File: src/rtl/fht_pkg.sv
// Shared FHT definitions: loader/control state encoding and frame-size helpers.
package fht_pkg;

  typedef enum logic [2:0] {
    StIdle,
    StLoad,
    StFlush,
    StStart,
    StWaitBusy,
    StWaitDone
  } fht_state_e;

  // Points per frame for a given bank address width (four banks).
  function automatic int unsigned fht_frame_len(input int unsigned a_bit);
    return 32'd4 << a_bit;
  endfunction

  // Width of a full point index across all four banks.
  function automatic int unsigned fht_idx_width(input int unsigned a_bit);
    return a_bit + 32'd2;
  endfunction

endpackage

File: src/rtl/fht_bit_reverse.sv
// Combinational bit reversal of a W-bit point index.
module fht_bit_reverse #(
  parameter int unsigned W = 4
) (
  input  logic [W-1:0] idx,
  output logic [W-1:0] rev
);

  for (genvar i = 0; i < W; i++) begin : g_rev
    assign rev[i] = idx[W-1-i];
  end

endmodule

File: src/rtl/fht_input_loader.sv
// Serial sample loader: writes each accepted sample to the four FHT banks at its
// bit-reversed position, then hands the full frame to fht_control.
module fht_input_loader
  import fht_pkg::*;
#(
  parameter int unsigned A_BIT = 8,
  parameter int unsigned D_BIT = 16
) (
  input  logic               iCLK,
  input  logic               iRESET,
  input  logic               iCLR,
  input  logic [D_BIT-1:0]   iDATA,
  input  logic               iVALID,
  output logic               oREADY,
  output logic [A_BIT-1:0]   oADDR_WR,
  output logic [D_BIT-1:0]   oDATA_WR,
  output logic [3:0]         oWE,
  output logic               oSTART,
  input  logic               iFHT_RDY,
  output logic               oBUSY,
  output logic               oDROP,
  output logic [A_BIT+1:0]   oCNT
);

  localparam int unsigned CW = fht_idx_width(A_BIT);
  localparam logic [CW-1:0] LastIdx = CW'(fht_frame_len(A_BIT) - 1);

  fht_state_e    state_q;
  logic [CW-1:0] cnt_q;
  logic [CW-1:0] rev;
  logic          accept;

  fht_bit_reverse #(
    .W (CW)
  ) u_bit_reverse (
    .idx (cnt_q),
    .rev (rev)
  );

  assign oREADY = (state_q == StLoad);
  assign oBUSY  = (state_q == StWaitBusy) || (state_q == StWaitDone);
  assign oCNT   = cnt_q;
  assign accept = iVALID && oREADY;

  always_ff @(posedge iCLK or negedge iRESET) begin
    if (!iRESET) begin
      state_q  <= StIdle;
      cnt_q    <= '0;
      oWE      <= '0;
      oADDR_WR <= '0;
      oDATA_WR <= '0;
      oSTART   <= 1'b0;
      oDROP    <= 1'b0;
    end else begin
      oWE    <= '0;
      oSTART <= 1'b0;
      if (iCLR) begin
        // A write registered last cycle is already on the bank ports and completes.
        state_q <= StIdle;
        cnt_q   <= '0;
        oDROP   <= 1'b0;
      end else begin
        if (iVALID && !oREADY) oDROP <= 1'b1;
        unique case (state_q)
          StIdle: state_q <= StLoad;
          StLoad: begin
            if (accept) begin
              oWE      <= 4'b0001 << rev[1:0];
              oADDR_WR <= rev[CW-1:2];
              oDATA_WR <= iDATA;
              if (cnt_q == LastIdx) begin
                cnt_q   <= '0;
                state_q <= StFlush;
              end else begin
                cnt_q <= cnt_q + 1'b1;
              end
            end
          end
          StFlush: begin
            // Last write is on the bank ports now; start lands the cycle after.
            oSTART  <= 1'b1;
            state_q <= StStart;
          end
          StStart: state_q <= StWaitBusy;
          StWaitBusy: begin
            if (!iFHT_RDY) state_q <= StWaitDone;
          end
          StWaitDone: begin
            if (iFHT_RDY) begin
              state_q <= StLoad;
              cnt_q   <= '0;
            end
          end
          default: state_q <= StIdle;
        endcase
      end
    end
  end

endmodule

File: config.mk
export PLATFORM = sky130hd
export DESIGN_NAME = fht_input_loader
export DESIGN_NICKNAME = d
export VERILOG_FILES = /design/src/rtl/fht_pkg.sv /design/src/rtl/fht_bit_reverse.sv /design/src/rtl/fht_input_loader.sv
export SDC_FILE = /design/constraint.sdc
export NUM_CORES = 1
export LEC_CHECK = 0
export ABC_AREA = 0
export CAP_MARGIN = 15
export CORE_MARGIN = 3
export CORE_UTILIZATION = 40
export CTS_BUF_LIST = sky130_fd_sc_hd__clkbuf_16
export DETAILED_ROUTE_END_ITERATION = 8
export PLACE_DENSITY_LB_ADDON = 0.1
export SETUP_SLACK_MARGIN = 0.2
export SLEW_MARGIN = 40
export SYNTH_ARGS = -nofsm -noshare
export SYNTH_HDL_FRONTEND = slang
export SYNTH_HIERARCHICAL = 1
export SYNTH_SLANG_ARGS = --single-unit
File: constraint.sdc
create_clock -name iCLK -period 1.81 [get_ports iCLK]
set_input_delay 0.362 -clock iCLK [delete_from_list [all_inputs] [get_ports iCLK]]
set_output_delay 0.362 -clock iCLK [all_outputs]
set_load 0.005 [all_outputs]
==> metrics.cfg, run 1 <==
[yosys]
synth-simple-area-share = 0.2671
synth-async-reset-ratio = 1.000
synth_top_cell_area_share = 0.5563
yosys-top-cells-area = dfrtp_1 (56%), nand2_1 (16%), buf_4 (3.9%)
synth-main-ff-cell = dfrtp_1
ys_ff_latch = 43
yosysWarnings = 6
yosys.area_share.xor_xnor = 0
synthAdderAreaFrac = 0.006468
synth_largest_area_cell = dfrtp_1
synth_cells = 214
synth_area_sq_mm = 0.001934
synth_fp_nets = 236
synthDistinctLibCells = 35
synth_top_family_by_area = simple AND/OR/NAND/NOR gates
synth_edf_count = 0
ys_seq_area_frac = 0.5563
synthMuxAreaShare = 0.005175
synth_compound_area_frac = 0.09444
post_synth.cell_area_avg_sq_um = 9.039

[floorplanning]
core_area_sq_mm = 0.004504
start_util = 0.4294
fp-row-count = 24
die_h_um = 75.54
ios = 63
die_width_um = 75.54
die_area_sq_mm = 0.005706

[cells_and_area]
diodes = 0
area_growth_pct = 54.27
fin_area_sq_mm = 0.002984
nets = 324
fillers = 366
seqCellArea_sq_mm = 0.001084
multi_input_area_sq_um = 759.5
layout-drive-gt1-share = 0.1914
final_cell_count_no_fill = 355
final_core_util = 0.6625

[worst_setup_path]
cp.arrival_ns = 1.79
crit_type = flop to flop
cp-end-kind = flop
critPathLaunchType = flop
critPathMaxFanout = 4
crit_required_ns = 1.99

[cts]
cts_made_buffers = 5
numClockSinks = 43
cts_tree = built
clock_latency_ns = 0.28
ctsRootBufferMaster = clkbuf_16
clk_path_buf_depth = 2
clk_pin_slew_worst_paths_ns = 0.06
h-tree-depth = 2
ctsHoldBuffers = 0

[detailed_routing]
first_pass_iters = 4
route.vias.total = 1748
post_drt_wl_per_cell_um = 13.49
routed_via_density = 4.924
wl_mm = 4.788
drc = 0
drtIter0Drc = 132
drtAntennaViolNets = 0

[timing]
period_needed_ns = 1.610
final_hold_viol_count = 0
fmax_mhz = 620.9
worst_slew_pin_slew_ns = 0.4963
slew_viol_final = 0
skew_ns = 0.001818
tns_ns = 0
relSlewSlack = 0.6691
setup_slack_ns = 0.1996
fin_crit_sh = 0.8897
rsz0062_at_grt = yes
finalSetupViolations = 0

[power_and_ir_drop]
irDropWorstVdd_mv = 0.4109
p_leak_nw = 1.499
pwr_density_cell_mw_per_mm2 = 779.8

[status]
status = completed

[placed_design]
place_ws_ns = -0.08901
gp_congestion = 0.8403
dp.cells = 329
place_hpwl_mm = 3.257
placed_cell_area_sq_mm = 0.002653
portBuffers = 62

[grt]
grt_overflow = 0
grt_max_degree = 24
grt_usage = 0.1738
antenna_found_initial = 0
grt_pass1_wl_mm = 7.507
grt_pass1_vias = 1603

[min_path]
worstHoldPathType = primary input to asynchronous set/reset pin

[job]
maxCapViolCount = 0

==> stage by stage <==
stage / total power [W] / hold slack [ns]
floorplan: 0.001227 / 0.06641
global placement: 0.001489 / 0.3500
detailed placement: 0.001494 / 0.3570
CTS: 0.002345 / 0.05901
global route: 0.002435 / 0.07588
finish: 0.002327 / 0.04686
==> worst paths after layout <==
check	from	to	slack [ns]	cells past startpoint
min	iRESET	oDATA_WR[13]	0.05	1
max	oCNT[0]	state_q[1]	0.20	6
min in group iCLK	iVALID	oDROP	0.42	3
max reg2reg	oCNT[0]	state_q[1]	0.20	6
min reg2reg	oDATA_WR[4]	oDATA_WR[4]	0.47	2
max in group asynchronous	iRESET	state_q[0]	1.26	2
==> flip-flops by register name (all words and copies together), names as in the netlist <==
name      cells
oADDR_WR      8
oCNT         10
oDATA_WR     16
oDROP         1
oSTART        1
oWE           4
state_q       3
==> layout by cell type, fill, tap and decap left out, types with 3 or more instances in the layout <==
cell type,n
dfrtp_1,37
nand3_1,5
buf_4,35
and3_1,3
clkdlybuf4s50_1,52
nand2_1,82
o21ai_0,10
clkbuf_16,5
inv_1,6
nor2b_1,3
dlymetal6s2s_1,6
dlygate4sd2_1,3
dfrtp_2,6
nor2_1,4
a21oi_1,6
nor3_1,3
o31ai_1,3
==> layout make-up <==
class | instances | area share
timing repair buffer | 99 | 0.3086
multi-input combinational | 148 | 0.2545
clock buffer | 5 | 0.04193
clock inverter | 3 | 0.003774
inverter | 5 | 0.006289
sequential | 43 | 0.3631
tap | 52 | 0.02180
==> power breakdown <==
group | leakage, nW | switching, W | internal [W]
logic | 0.868 | 0.000160 | 0.000253
clock network | 0.0701 | 0.000333 | 0.000496
registers | 0.561 | 0.0000418 | 0.00104
total | 1.50 | 0.000535 | 0.00179
==> metal layers <==
metal | global-route usage | part of all wire | routed length [um] | vias up
met3 | 0.04749 | 0.062 | 298 | 4
met2 | 0.2617 | 0.47 | 2269 | 56
met4 | 0.06602 | 0.0056 | 27 | 0
li1 | - | - | - | 879
met1 | 0.2397 | 0.46 | 2192 | 809
met5 | 0 | 0 | 0 | -
==> critical path: stages, from the launching register on <==
cell and delay (ns):
dfrtp_1 0.35, buf_4 0.11, ha_1 0.21, nand3_1 0.15
nor4_1 0.36, a21oi_1 0.13, nor3_1 0.19
==> cell usage after synthesis, types with 2 or more instances <==
library cell  count
nand2_1          82
dfrtp_1          43
buf_4            10
o21ai_0          10
a21oi_1           8
inv_1             5
nand3_1           5
nor2_1            5
buf_2             4
and3_1            3
clkbuf_1          3
nor2b_1           3
nor3_1            3
o31ai_1           3
or4_1             3
a211oi_1          2
nand2b_1          2
nand4_1           2
or3_1             2
==> logic make-up after synthesis <==
group                    count (synthesis)
AO/OA/AOI/OAI                           29
adder cells (fa/ha/maj)                  1
buffers and inverters                   23
flip-flops                              43
multiplexers                             1
AND/OR/NAND/NOR                        117
==> what timing repair did <==
item | 4_1_cts | 5_1_grt
setup endpoints to repair | 16 | 17
cloned | 0 | 0
resized for setup | 12 | 13
setup buffers | 9 | 9
pin swaps | 1 | 4
(Power assumes the default switching activity.)
==> run 2: changes to the inputs <==
--- a/config.mk
+++ b/config.mk
@@ -13,7 +13,7 @@
 export DETAILED_ROUTE_END_ITERATION = 8
 export PLACE_DENSITY_LB_ADDON = 0.1
 export SETUP_SLACK_MARGIN = 0.2
-export SLEW_MARGIN = 40
+export SLEW_MARGIN = 20
 export SYNTH_ARGS = -nofsm -noshare
 export SYNTH_HDL_FRONTEND = slang
 export SYNTH_HIERARCHICAL = 1
==> results of run 2 <==
The final DEF is identical to that of run 1; final timing and power are the same.
